## config.mk

```make
export PLATFORM = sky130hd
export DESIGN_NAME = brq_ifetch_arbiter
export DESIGN_NICKNAME = d
export VERILOG_FILES = /design/src/rtl/brq_pkg.sv /design/src/rtl/brq_ifetch_src_fifo.sv /design/src/rtl/brq_ifetch_arbiter.sv
export SDC_FILE = /design/constraint.sdc
export NUM_CORES = 1
export LEC_CHECK = 0
export BUFFER_PORTS_ARGS = -buffer_cell sky130_fd_sc_hd__buf_2
export CAP_MARGIN = 10
export CORE_ASPECT_RATIO = 1.1
export CORE_MARGIN = 5
export CORE_UTILIZATION = 35
export CTS_BUF_LIST = sky130_fd_sc_hd__clkbuf_8
export DETAILED_ROUTE_END_ITERATION = 16
export PLACE_DENSITY_LB_ADDON = 0.2
export RECOVER_POWER = 50
export SLEW_MARGIN = 20
export SYNTH_ARGS = -nofsm -noshare
export SYNTH_HDL_FRONTEND = slang
export SYNTH_SLANG_ARGS = --single-unit
```

## constraint.sdc

```tcl
create_clock -name clk_i -period 2.4 [get_ports clk_i]
set_clock_uncertainty 0.2 [all_clocks]
set_input_delay 0.24 -clock clk_i [delete_from_list [all_inputs] [get_ports clk_i]]
set_output_delay 0.24 -clock clk_i [all_outputs]
set_load 0.01 [all_outputs]
```

## src/rtl/brq_pkg.sv

```systemverilog
// Shared types for the brq instruction-fetch path.
// Fetch source IDs tag each granted transaction so its response can be routed back.
package brq_pkg;

    typedef enum logic {
        SRC_IFU = 1'b0,
        SRC_AUX = 1'b1
    } ifetch_src_e;

endpackage

```

## src/rtl/brq_ifetch_src_fifo.sv

```systemverilog
// In-order FIFO of 1-bit source IDs for granted-but-unanswered fetches.
// Pointers wrap modulo Depth; the caller never pushes when full or pops when empty.
module brq_ifetch_src_fifo #(
    parameter int Depth = 2
) (
    input  logic                         clk_i,
    input  logic                         rst_ni,
    input  logic                         push,
    input  logic                         din,
    input  logic                         pop,
    output logic                         dout,
    output logic                         full,
    output logic                         empty,
    output logic [$clog2(Depth+1)-1:0]   count
);

    localparam int PtrW = (Depth > 1) ? $clog2(Depth) : 1;
    localparam int CntW = $clog2(Depth + 1);

    logic [Depth-1:0] mem_q;
    logic [PtrW-1:0]  wptr_q, rptr_q;
    logic [CntW-1:0]  cnt_q;

    function automatic logic [PtrW-1:0] ptr_inc(input logic [PtrW-1:0] p);
        return (p == PtrW'(Depth - 1)) ? '0 : p + 1'b1;
    endfunction

    always_ff @(posedge clk_i or negedge rst_ni) begin
        if (!rst_ni) begin
            mem_q  <= '0;
            wptr_q <= '0;
            rptr_q <= '0;
            cnt_q  <= '0;
        end else begin
            if (push) begin
                mem_q[wptr_q] <= din;
                wptr_q        <= ptr_inc(wptr_q);
            end
            if (pop) rptr_q <= ptr_inc(rptr_q);
            if (push && !pop)      cnt_q <= cnt_q + 1'b1;
            else if (!push && pop) cnt_q <= cnt_q - 1'b1;
        end
    end

    assign dout  = mem_q[rptr_q];
    assign full  = (cnt_q == CntW'(Depth));
    assign empty = (cnt_q == '0);
    assign count = cnt_q;

endmodule

```

## src/rtl/brq_ifetch_arbiter.sv

```systemverilog
// Round-robin arbiter sharing one instruction-memory port between the IFU and an aux fetcher.
// Responses are routed in order using a FIFO of source IDs recorded at grant time.
module brq_ifetch_arbiter
    import brq_pkg::*;
#(
    parameter int MaxOutstanding = 2
) (
    input  logic        clk_i,
    input  logic        rst_ni,
    input  logic        m0_req_i,
    input  logic [31:0] m0_addr_i,
    output logic        m0_gnt_o,
    output logic        m0_rvalid_o,
    output logic [31:0] m0_rdata_o,
    output logic        m0_err_o,
    input  logic        m1_req_i,
    input  logic [31:0] m1_addr_i,
    output logic        m1_gnt_o,
    output logic        m1_rvalid_o,
    output logic [31:0] m1_rdata_o,
    output logic        m1_err_o,
    output logic        mem_req_o,
    output logic [31:0] mem_addr_o,
    input  logic        mem_gnt_i,
    input  logic        mem_rvalid_i,
    input  logic [31:0] mem_rdata_i,
    input  logic        mem_err_i,
    output logic        busy_o,
    output logic        proto_err_o
);

    localparam int CntW = $clog2(MaxOutstanding + 1);

    ifetch_src_e     sel, last_q, lock_sel_q, head;
    logic            lock_q, locked_req, gnt_fire, rsp_fire;
    logic            full, empty, head_bit, proto_err_q;
    logic [CntW-1:0] count;

    assign locked_req = (lock_sel_q == SRC_IFU) ? m0_req_i : m1_req_i;

    // A stalled request keeps its address until granted, unless its master withdraws it.
    always_comb begin
        sel = SRC_IFU;
        if (lock_q && locked_req)        sel = lock_sel_q;
        else if (m0_req_i && !m1_req_i)  sel = SRC_IFU;
        else if (m1_req_i && !m0_req_i)  sel = SRC_AUX;
        else if (m0_req_i && m1_req_i)   sel = (last_q == SRC_IFU) ? SRC_AUX : SRC_IFU;
    end

    assign mem_req_o  = (m0_req_i | m1_req_i) & ~full;
    assign mem_addr_o = (sel == SRC_AUX) ? m1_addr_i : m0_addr_i;
    assign gnt_fire   = mem_req_o & mem_gnt_i;
    assign m0_gnt_o   = gnt_fire & (sel == SRC_IFU);
    assign m1_gnt_o   = gnt_fire & (sel == SRC_AUX);

    always_ff @(posedge clk_i or negedge rst_ni) begin
        if (!rst_ni) begin
            lock_q      <= 1'b0;
            lock_sel_q  <= SRC_IFU;
            last_q      <= SRC_AUX;
            proto_err_q <= 1'b0;
        end else begin
            if (gnt_fire) begin
                lock_q <= 1'b0;
                last_q <= sel;
            end else if (mem_req_o) begin
                lock_q     <= 1'b1;
                lock_sel_q <= sel;
            end else if (lock_q && !locked_req) begin
                lock_q <= 1'b0;
            end
            if (mem_rvalid_i && empty) proto_err_q <= 1'b1;
        end
    end

    brq_ifetch_src_fifo #(
        .Depth (MaxOutstanding)
    ) u_src_fifo (
        .clk_i  (clk_i),
        .rst_ni (rst_ni),
        .push   (gnt_fire),
        .din    (sel),
        .pop    (rsp_fire),
        .dout   (head_bit),
        .full   (full),
        .empty  (empty),
        .count  (count)
    );

    assign head        = ifetch_src_e'(head_bit);
    assign rsp_fire    = mem_rvalid_i & ~empty;
    assign m0_rvalid_o = rsp_fire & (head == SRC_IFU);
    assign m1_rvalid_o = rsp_fire & (head == SRC_AUX);
    assign m0_rdata_o  = mem_rdata_i;
    assign m1_rdata_o  = mem_rdata_i;
    assign m0_err_o    = mem_err_i;
    assign m1_err_o    = mem_err_i;

    assign busy_o      = (count != '0) | m0_req_i | m1_req_i;
    assign proto_err_o = proto_err_q;

    // A response with nothing outstanding means memory and this block disagree on state.
    always @(posedge clk_i) begin
        if (rst_ni) begin
            assert (!(mem_rvalid_i && empty))
                else $warning("brq_ifetch_arbiter: rvalid with no outstanding fetch");
        end
    end

endmodule

```

Word level (Yosys, flattened, before mapping)

Cells that the tools add are included.

Register bits: 10
Input port bits: 103

Add/subtract/negate cells: 4
$lt $le $gt $ge: 3
Equal/unequal tests: 1
Multiplexer cells: 19
Bitwise gates (word level): 15
Reduce and logical (&&, ||, !) cells: 19

Operator list:

| operator              | count |
|---|---|
| $mux W32              | 1 |
| $mux W1               | 14 |
| $logic_and A1 B1 Y1   | 9 |
| $and A1 B1 Y1         | 7 |
| $logic_not A1 Y1      | 5 |
| $not A1 Y1            | 5 |
| $lt A1 B2 Y1 const B  | 2 |
| $mux W2               | 2 |
| $reduce_bool A2 Y1    | 2 |
| $or A1 B1 Y1          | 3 |
| $reduce_bool A3 Y1    | 1 |
| $add A1 B1 Y1 const B | 2 |
| $add A2 B1 Y2 const B | 1 |
| $bwmux W2             | 1 |
| $eq A2 B2 Y1 const B  | 1 |
| $logic_not A2 Y1      | 1 |
| $reduce_and A2 Y1     | 1 |
| $sub A2 B1 Y2 const B | 1 |
| $demux W1 S1          | 1 |
| $ge A1 B1 Y1 const B  | 1 |

Logic depth before layout (Yosys ltp)

Gate-level depths: netlist of run 1.

Depth in word-level cells: 8
Depth in mapped cells: 8

Modules after synthesis

From an unflattened synthesis of run 1, not the netlist that was laid out.

Cell total of the unflattened synthesis: 159
Area, all modules: 1,471.4 µm²

By module, submodules not included:

| module              | instances | cells each | area an instance (µm²) |
|---|---|---|---|
| brq_ifetch_arbiter  | 1         | 138        | 1,201.2 |
| brq_ifetch_src_fifo | 1         | 21         | 270.3 |

Least setup slack after synthesis of run 1

No wires, ideal clock.

Path kind: register to output
From: register last_q
To: output port m0_gnt_o
Data arrival time: 1,376 ps
Setup slack: 584 ps
Cell stages (with the launch flop): 7
Buffers on the path: 3
Cells stage by stage: dfstp_2 -> nor2b_1 -> clkbuf_1 -> o21a_1 -> buf_6 -> buf_6 -> o21a_1

Longest elaborated chain between the ends: 7

Ends and longest elaborated chain:

| element                  | line                     | source |
|---|---|---|
| start: declaration       | brq_ifetch_arbiter.sv:34 | `ifetch_src_e sel, last_q, lock_sel_q, head;` |
| start signal: assignment | brq_ifetch_arbiter.sv:65 | `last_q <= sel;` |
| $mux W1 (2 in series)    | brq_ifetch_arbiter.sv:47 | `else if (m0_req_i && m1_req_i) sel = (last_q == SRC_IFU) ? SRC_AUX : SRC_IFU;` |
| $mux W1                  | brq_ifetch_arbiter.sv:46 | `else if (m1_req_i && !m0_req_i) sel = SRC_AUX;` |
| $mux W1                  | brq_ifetch_arbiter.sv:45 | `else if (m0_req_i && !m1_req_i) sel = SRC_IFU;` |
| $mux W1                  | brq_ifetch_arbiter.sv:44 | `if (lock_q && locked_req) sel = lock_sel_q;` |
| $not A1 Y1               | brq_ifetch_arbiter.sv:53 | `assign m0_gnt_o = gnt_fire & (sel == SRC_IFU);` |
| $and A1 B1 Y1            | brq_ifetch_arbiter.sv:53 |  |
| end: declaration         | brq_ifetch_arbiter.sv:12 | `output logic m0_gnt_o,` |

No other way between the ends.

Final worst setup path of run 1

From: register last_q
To: output port mem_addr_o[6]

Longest elaborated chain between the ends: 6

Ends and longest elaborated chain:

| element               | line                     | source |
|---|---|---|
| $mux W1 (2 in series) | brq_ifetch_arbiter.sv:47 |  |
| $mux W1               | brq_ifetch_arbiter.sv:46 |  |
| $mux W1               | brq_ifetch_arbiter.sv:45 |  |
| $mux W1               | brq_ifetch_arbiter.sv:44 |  |
| $mux W32              | brq_ifetch_arbiter.sv:51 | `assign mem_addr_o = (sel == SRC_AUX) ? m1_addr_i : m0_addr_i;` |
| end: declaration      | brq_ifetch_arbiter.sv:23 | `output logic [31:0] mem_addr_o,` |

No other way between the ends.

==> impl_metrics.tcl, run 1 <==
set metrics [dict create \
    drive_gt1_frac 0.478 \
    htreeDepth 1 \
    clk-insertion-delay-late_ns 0.24 \
    cts_tree "done" \
    worst_pin_slew_ns 0.625 \
    clk_pin_slew_ns 0.05 \
    setup_tns_ns 0 \
    antenna_cells 0 \
    fin_crit_ns 2.11 \
    async_reset_ff_frac 1.00 \
    finalHoldViolations 0 \
    dp_hpwl_um 4480 \
    ys_types 30 \
    num-nets-final 406 \
    via_count 1908 \
    worstSetupEndpointType "output port" \
    p_leak_nw 1.02 \
    yosysTopAreaCell "buf_4" \
    status "complete, no violations" \
    synth_top_family_by_area "compound AO/OA/AOI/OAI gates" \
    synthFlopType "dfrtp_1" \
    cts_root_buf "clkbuf_8" \
    gp_congestion 0.686 \
    swShare 0.481 \
    synth_xor_area_frac 0.0225 \
    drt_iter0_drc 54 \
    r2r_setup_slack_ns 0.54 \
    ys_seq_area_frac 0.129 \
    regToRegEndpoint "u_src_fifo.count[1]$_DFFE_PN0P_" \
    power_frac_comb 0.678 \
    hp-class "input port to register" \
    power_density_nw_per_um2 759 \
    vias_per_cell 5.07 \
    synth.top_cell.area_share 0.255 \
    antenna_left 0 \
    vdd.ir_drop.worst_mv 0.381 \
    synthTopCellsByArea "buf_4, o211ai_1, nand2_1" \
    slew_headroom 0.583 \
    path_buf_inv 2 \
    setup_viol 0 \
    nFillCells 608 \
    synth_compound_area_frac 0.346 \
    cts-buffers-inserted 3 \
    first_global_vias 1898 \
    finalWirelength_um 5790 \
    multi_input_area_um2 1080 \
    antenna_found_initial 0 \
    p_int_mw 0.826 \
    critical_path.endpoint "mem_addr_o[6]" \
    cp-startpoint "last_q$_DFFE_PN1P_" \
    cp_slowest_cell "dfstp_2" \
    syn_nets 372 \
    grt_usage 0.156 \
    core_um2 5400 \
    cpLargestDelayFamily "flip-flops" \
    dieWidth_um 81.1 \
    rows 28 \
    firstDrtPassIters 4 \
    cap_violations 0 \
    seqPwrFrac 0.208 \
    start_kind "register" \
    grt_max_degree 36 \
    clock-sinks 10 \
    synth_edf_count 0 \
    synth-seq-cells 10 \
    dpl_cell_area_um2 2040 \
    io_buffers 108 \
    p_switching_mw 0.766 \
    drc 0 \
    fin_crit_sh 0.879 \
    synth_fa_ha_area_frac 0.00644 \
    route.detailed.wl_per_inst_um 15.4 \
    grt_pass1_wl_um 8960 \
    crit_cells 5 \
    syn_inst 268 \
    crit_chain "nor2b_2 > o21a_2 > buf_4 > o211ai_1 > buf_2" \
    netlist_top_cells_count "buf_4, nand2_1, o211ai_1" \
    seq_area_um2 251 \
    slowest_delay_ns 0.53 \
    crit_fanout 22 \
    fp.dieH_um 88.2 \
    final_area_um2 2100 \
    worstPathArrival_ns 1.67 \
    p_clk_frac 0.114 \
    ioPinCount 208 \
    slew_violations 0 \
    synthesis.area_um2 1940 \
    muxShareOfSynthArea 0.0103 \
    rr_worst_depth 7 \
    area_delta_synth_final_pct 7.91 \
    whs_ns 0.0127 \
    r2r-start "u_src_fifo.count[0]$_DFFE_PN0P_" \
    cts_setup_buffers 0 \
    cts_buffer_depth 2 \
    fmax_ghz 0.474 \
    globalRouteOverflowTotal 0 \
    critical_path_class "register to output port" \
    rsz0062_at_grt "false" \
    syn_area_per_cell_um2 7.26 \
    yosys.area_share.simple 0.167 \
    worstPathRequired_ns 1.96 \
    ys_warn_count 0 \
    start_util 0.360 \
    dieArea_um2 7150 \
]
==> state kept, by name, summed over array words and instances (netlist names) <==
signal             count
u_src_fifo.mem_q       2
lock_q                 1
u_src_fifo.rptr_q      1
u_src_fifo.count       2
u_src_fifo.wptr_q      1
lock_sel_q             1
proto_err_o            1
last_q                 1
==> layer usage <==
metal | wire length (um) | global-route usage
met5 | 0 | 0
met2 | 2900 | 0.282
met3 | 623 | 0.0381
met4 | 101 | 0.0538
met1 | 2170 | 0.176
==> how the worst min path moves through the flow <==
| stage | cells after the start | slack, ns | from | endpoint |
|---|---|---|---|---|
| 2_1_floorplan | 0 | -0.26 | rst_ni | lock_q$_DFFE_PN0P_ |
| 3_3_place_gp | 1 | -0.09 | rst_ni | proto_err_o$_DFFE_PN0P_ |
| 3_5_place_dp | 1 | -0.08 | rst_ni | proto_err_o$_DFFE_PN0P_ |
| 4_1_cts | 2 | 0.009 | mem_rvalid_i | proto_err_o$_DFFE_PN0P_ |
| 5_1_grt | 2 | 0.02 | mem_rvalid_i | proto_err_o$_DFFE_PN0P_ |
| 6_report | 2 | 0.01 | mem_rvalid_i | proto_err_o$_DFFE_PN0P_ |
==> kinds of logic (layout without fill, tap and decap cells) <==
group,Yosys count,in the layout
DFF,10,10
muxes,2,2
xor gates and xnor gates,5,5
AOI/OAI and AO/OA,77,77
adders and majority gates,1,1
and+or+nand+nor,81,81
buffers and inverters,92,125
==> cells in the final DEF (no fill, tap or decap), types with 3 or more instances in the layout <==
| master | count |
|---|---|
| buf_2 | 108 |
| buf_4 | 9 |
| clkbuf_8 | 3 |
| dfrtp_1 | 9 |
| inv_1 | 3 |
| nand2_1 | 66 |
| nor2_1 | 6 |
| o211ai_1 | 48 |
| o211ai_2 | 16 |
| xnor2_1 | 3 |
==> timing repair <==
action,CTS,global route
gates resized for setup,0,0
endpoints found under the hold margin,10,0
hold buffers,1,0
==> power by group through the flow <==
stage | combinational, mW | sequential [mW] | clock (mW)
2_1_floorplan | 0.868 | 0.310 | 0
3_3_place_gp | 1.09 | 0.333 | 0
3_5_place_dp | 1.09 | 0.332 | 0
4_1_cts | 1.10 | 0.331 | 0.186
5_1_grt | 1.19 | 0.344 | 0.193
6_report | 1.08 | 0.332 | 0.182
==> final cells by class <==
type,count,share of cell area
inverter,3,0.00537
timing repair buffer,118,0.295
sequential,10,0.120
clock buffer,3,0.0197
clock inverter,1,0.00179
tap,75,0.0447
multi-input combinational,166,0.514
==> metrics by stage <==
step	power (mW)	setup WS [ns]	util	std cells
after floorplan	1.18	0.584	-	268
after global placement	1.42	0.469	0.379	371
after detailed placement	1.42	0.441	0.379	371
after CTS	1.62	0.260	0.389	376
after global routing	1.73	0.162	0.389	376
final	1.59	0.290	0.389	376
Note: power is estimated with default switching activity, not from simulation.
==> run 2: changes to the inputs <==
--- a/config.mk
+++ b/config.mk
@@ -12,7 +12,7 @@
 export CORE_UTILIZATION = 35
 export CTS_BUF_LIST = sky130_fd_sc_hd__clkbuf_8
 export DETAILED_ROUTE_END_ITERATION = 16
-export PLACE_DENSITY_LB_ADDON = 0.2
+export PLACE_DENSITY = 0.81
 export RECOVER_POWER = 50
 export SLEW_MARGIN = 20
 export SYNTH_ARGS = -nofsm -noshare
==> run 2 against run 1 <==
Effect of this change: via count up 1.6%; largest power group unchanged; register-to-register slack better by 0.02 ns; critical path type unchanged; sequential share of layout area about the same; combinational power about the same.
==> impl_metrics.tcl, run 2 (synthesis results as in run 1) <==
set metrics [dict create \
    grt_pass1_wl_um 8420 \
    via_count 1939 \
    grt_usage 0.145 \
    r2r-start "u_src_fifo.count[0]$_DFFE_PN0P_" \
    final_area_um2 2100 \
    p_leak_nw 1.01 \
    setup_tns_ns 0 \
    crit_chain "nor2b_2 > o21a_2 > buf_12 > o211ai_1 > buf_2" \
    clock-sinks 10 \
    first_global_vias 1903 \
    antenna_cells 0 \
    start_kind "register" \
    rsz0062_at_grt "false" \
    critical_path.endpoint "mem_addr_o[10]" \
    htreeDepth 1 \
    fin_crit_sh 0.867 \
    cts_buffer_depth 2 \
    layout_commonest_cell "buf_2" \
    grt_max_degree 39 \
    power_density_nw_per_um2 754 \
    gp_congestion 0.799 \
    fp.dieH_um 88.2 \
    crit_fanout 38 \
    cap_violations 0 \
    finalWirelength_um 5400 \
    dieWidth_um 81.1 \
    finalHoldViolations 0 \
    cts_setup_buffers 0 \
    r2r_setup_slack_ns 0.56 \
    drt_iter0_drc 63 \
    globalRouteOverflowTotal 0 \
    drive_gt1_frac 0.475 \
    cpLargestDelayFamily "flip-flops" \
    critical_path_class "register to output port" \
    setup_viol 0 \
    cp-startpoint "last_q$_DFFE_PN1P_" \
    fin_crit_ns 2.08 \
    vdd.ir_drop.worst_mv 0.549 \
    ioPinCount 208 \
    dpl_cell_area_um2 2040 \
    worstSetupEndpointType "output port" \
    dieArea_um2 7150 \
    slew_headroom 0.589 \
    cts_tree "done" \
    cts-buffers-inserted 3 \
    crit_cells 5 \
    drc 0 \
    rows 28 \
    clk-insertion-delay-late_ns 0.23 \
    cp_slowest_cell "dfstp_2" \
    worst_pin_slew_ns 0.616 \
    route.detailed.wl_per_inst_um 14.4 \
    hp-class "input port to register" \
    num-nets-final 404 \
    clk_pin_slew_ns 0.05 \
    worstPathArrival_ns 1.64 \
    slowest_delay_ns 0.53 \
    vias_per_cell 5.18 \
    slew_violations 0 \
    cts_root_buf "clkbuf_8" \
    start_util 0.360 \
    firstDrtPassIters 4 \
    regToRegEndpoint "u_src_fifo.count[1]$_DFFE_PN0P_" \
    area_delta_synth_final_pct 7.79 \
    antenna_left 0 \
    io_buffers 108 \
    worstPathRequired_ns 1.96 \
    fmax_ghz 0.480 \
    dp_hpwl_um 4090 \
    status "complete, no violations" \
    mostFrequentLayoutCells "buf_2, nand2_1, o211ai_1, o211ai_2, dfrtp_1" \
    path_buf_inv 2 \
    rr_worst_depth 7 \
    antenna_found_initial 0 \
    core_um2 5400 \
]
## run 2: where the power goes
group / leakage (nW) / internal [mW] / total (mW) / switching [mW]
sequential: 0.116 / 0.251 / 0.329 / 0.0778
combinational: 0.867 / 0.463 / 1.08 / 0.614
clock: 0.0269 / 0.112 / 0.175 / 0.0631
## run 2: per-layer routing
layer,up-vias,track usage,share of wire
met5,-,0,0
met4,0,0.0507,0.028
met3,20,0.0298,0.093
met2,109,0.282,0.50
met1,872,0.152,0.38
li1,938,-,-
## run 2: final cells by class
class	instances	area, um2
clock buffers	3	41.3
clock inverters	1	3.75
fillers	592	3300
inverters	3	11.3
multi-input cells	166	1080
flip-flops and latches	10	251
well taps	75	93.8
repair buffers	116	616
## run 2: worst min path at each step
stage	to	cells past startpoint	slack, ns	startpoint
floorplan	lock_q$_DFFE_PN0P_	0	-0.26	rst_ni
global route	proto_err_o$_DFFE_PN0P_	2	0.03	mem_rvalid_i
finish	proto_err_o$_DFFE_PN0P_	2	0.02	mem_rvalid_i
detailed placement	u_src_fifo.count[0]$_DFFE_PN0P_	1	-0.09	rst_ni
CTS	proto_err_o$_DFFE_PN0P_	2	0.01	mem_rvalid_i
global placement	proto_err_o$_DFFE_PN0P_	1	-0.09	rst_ni
## run 2: what timing repair did
action / in CTS / in global routing
hold buffers: 1 / 0
resized for setup: 0 / 0
endpoints found under the hold margin: 10 / 0
## run 2: metrics by stage
stage               utilization  setup slack (ns)  total power [mW]  instances  hold slack (ns)
floorplan                     -             0.584              1.18        268           -0.256
global placement          0.378             0.474              1.40        369          -0.0936
detailed placement        0.378             0.439              1.42        369          -0.0891
CTS                       0.388             0.311              1.60        374           0.0125
global route              0.388             0.251              1.71        374           0.0274
finish                    0.388             0.318              1.58        374           0.0171
==> run 3: changes to the inputs <==
--- a/config.mk
+++ b/config.mk
@@ -8,7 +8,7 @@
 export BUFFER_PORTS_ARGS = -buffer_cell sky130_fd_sc_hd__buf_2
 export CAP_MARGIN = 10
 export CORE_ASPECT_RATIO = 1.1
-export CORE_MARGIN = 5
+export CORE_MARGIN = 3
 export CORE_UTILIZATION = 35
 export CTS_BUF_LIST = sky130_fd_sc_hd__clkbuf_8
 export DETAILED_ROUTE_END_ITERATION = 16
==> run 3 against run 2 <==
Effect of this change: via count grew 1.2%; register-to-register slack got worse by 0.06 ns; sequential power up 2%; final area grew 0.42%; routed wire length grew 2.3%; first-iteration DRC count shrank 52%; combinational power is essentially flat; critical endpoint is now mem_addr_o[5]; non-clock buffer count is the same; global-route usage up 0.81 points; final cell count is 0.80% lower.
==> impl_metrics.tcl, run 3 (synthesis results as in run 1) <==
set metrics [dict create \
    htreeDepth 1 \
    seqPwrFrac 0.208 \
    place_inst 366 \
    setup_viol 0 \
    ioPinCount 208 \
    vdd.ir_drop.worst_mv 0.519 \
    rsz0062_at_grt "false" \
    grt_pass1_wl_um 8650 \
    worst_slack_ns 0.210 \
    drc 0 \
    critical_path_class "register to output port" \
    slew_headroom 0.595 \
    final_area_um2 2100 \
    cts-resized-gates 0 \
    dp_slack_ns 0.451 \
    mostFrequentLayoutCells "buf_2, nand2_1, o211ai_1, o211ai_2, dfrtp_1" \
    num-nets-final 404 \
    cts_buffer_depth 2 \
    dieArea_um2 6490 \
    cts_root_buf "clkbuf_8" \
    cts-buffers-inserted 3 \
    layout_commonest_cell "buf_2" \
    fin_cells 371 \
    antenna_left 0 \
    fp.dieH_um 84.2 \
    via_count 1963 \
    firstDrtPassIters 4 \
    rows 27 \
    whs_ns 0.0251 \
    finalWirelength_um 5530 \
    swShare 0.480 \
    worst_pin_slew_ns 0.607 \
    antenna_cells 0 \
    cpLargestDelayFamily "flip-flops" \
    p_total_mw 1.61 \
    drt_iter0_drc 30 \
    min_to "proto_err_o$_DFFE_PN0P_" \
    setup_tns_ns 0 \
    core_um2 5200 \
    regToRegEndpoint "u_src_fifo.count[1]$_DFFE_PN0P_" \
    start_util 0.374 \
    io_buffers 108 \
    crit_chain "nor2b_2 > o21a_2 > buf_12 > o211ai_2 > buf_2" \
    nFillCells 548 \
    area_delta_synth_final_pct 8.24 \
    grt_max_degree 36 \
    cap_violations 0 \
    dpl_cell_area_um2 2050 \
    r2r_setup_slack_ns 0.50 \
    gp_congestion 0.840 \
    crit_fanout 13 \
    worstPathRequired_ns 1.96 \
    vias_per_cell 5.29 \
    fmax_ghz 0.457 \
    seq_area_um2 251 \
    first_global_vias 1942 \
    path_buf_inv 2 \
    power_density_nw_per_um2 764 \
    p_clk_frac 0.109 \
    r2r-start "u_src_fifo.count[0]$_DFFE_PN0P_" \
    dieWidth_um 77.1 \
    clock-sinks 10 \
    start_kind "register" \
    status "complete, no violations" \
    worstPathArrival_ns 1.75 \
    slew_violations 0 \
    power_frac_comb 0.683 \
    hp-class "input port to register" \
    cp_slowest_cell "dfstp_2" \
    p_switching_mw 0.771 \
    worstSetupEndpointType "output port" \
    clk_pin_slew_ns 0.05 \
    globalRouteOverflowTotal 0 \
    cts_tree "done" \
    clk-insertion-delay-late_ns 0.23 \
    finalHoldViolations 0 \
    dp_hpwl_um 4090 \
    antenna_found_initial 0 \
    route.detailed.wl_per_inst_um 14.9 \
    fin_crit_sh 0.912 \
    p_int_mw 0.836 \
    slowest_delay_ns 0.53 \
    fin_crit_ns 2.19 \
    p_leak_nw 1.01 \
    final_util 0.405 \
    drive_gt1_frac 0.475 \
    grt_usage 0.153 \
    hold_path_depth 2 \
    multi_input_area_um2 1080 \
    rr_worst_depth 7 \
    hold_start "mem_rvalid_i" \
]
-- run 3: cell count changes in the layout (fill, tap and decap cells not counted) --
cell / delta
buf_12: +1
buf_4: -1
-- run 3: how the worst max path moves through the flow --
stage,startpoint,endpoint,slack [ns],cells after the start
2_1_floorplan,last_q$_DFFE_PN1P_,m0_gnt_o,0.58,6
3_3_place_gp,m1_req_i,mem_addr_o[31],0.50,6
3_5_place_dp,m0_req_i,u_src_fifo.count[1]$_DFFE_PN0P_,0.45,7
4_1_cts,last_q$_DFFE_PN1P_,mem_addr_o[16],0.20,5
5_1_grt,last_q$_DFFE_PN1P_,mem_addr_o[19],0.14,5
6_report,last_q$_DFFE_PN1P_,mem_addr_o[5],0.21,5
-- run 3: per-layer routing --
| layer | part of all wire | track usage | wire, um |
|---|---|---|---|
| met1 | 0.40 | 0.175 | 2210 |
| met2 | 0.51 | 0.286 | 2800 |
| met3 | 0.080 | 0.0333 | 442 |
| met4 | 0.014 | 0.0421 | 77 |
| met5 | 0 | 0 | 0 |
-- run 3: layout make-up --
class	instances	share of cell area
multi-input cells	166	0.512
clock inverters	1	0.00178
repair buffers	116	0.298
inverters	3	0.00535
flip-flops and latches	10	0.120
clock buffers	3	0.0196
well taps	72	0.0428
-- run 3: power groups by stage --
stage	logic, mW	clock network, mW	registers, mW
floorplan	0.868	0	0.310
global placement	1.08	0	0.325
detailed placement	1.10	0	0.332
CTS	1.11	0.175	0.333
global route	1.20	0.187	0.344
finish	1.10	0.175	0.335
-- run 3: repair_timing --
action,4_1_cts,5_1_grt
endpoints found under the hold margin,10,0
endpoints found under the setup margin,0,0
hold buffers,1,0
buffers inserted,0,0
-- run 3: worst reg2reg max path, stage by stage (launching register included) --
cell and delay (ns):
dfrtp_1 0.45, nand2b_1 0.23, nand3_1 0.22, inv_1 0.11
ha_1 0.22, xor2_1 0.14, nor2_1 0.12, xor2_1 0.15
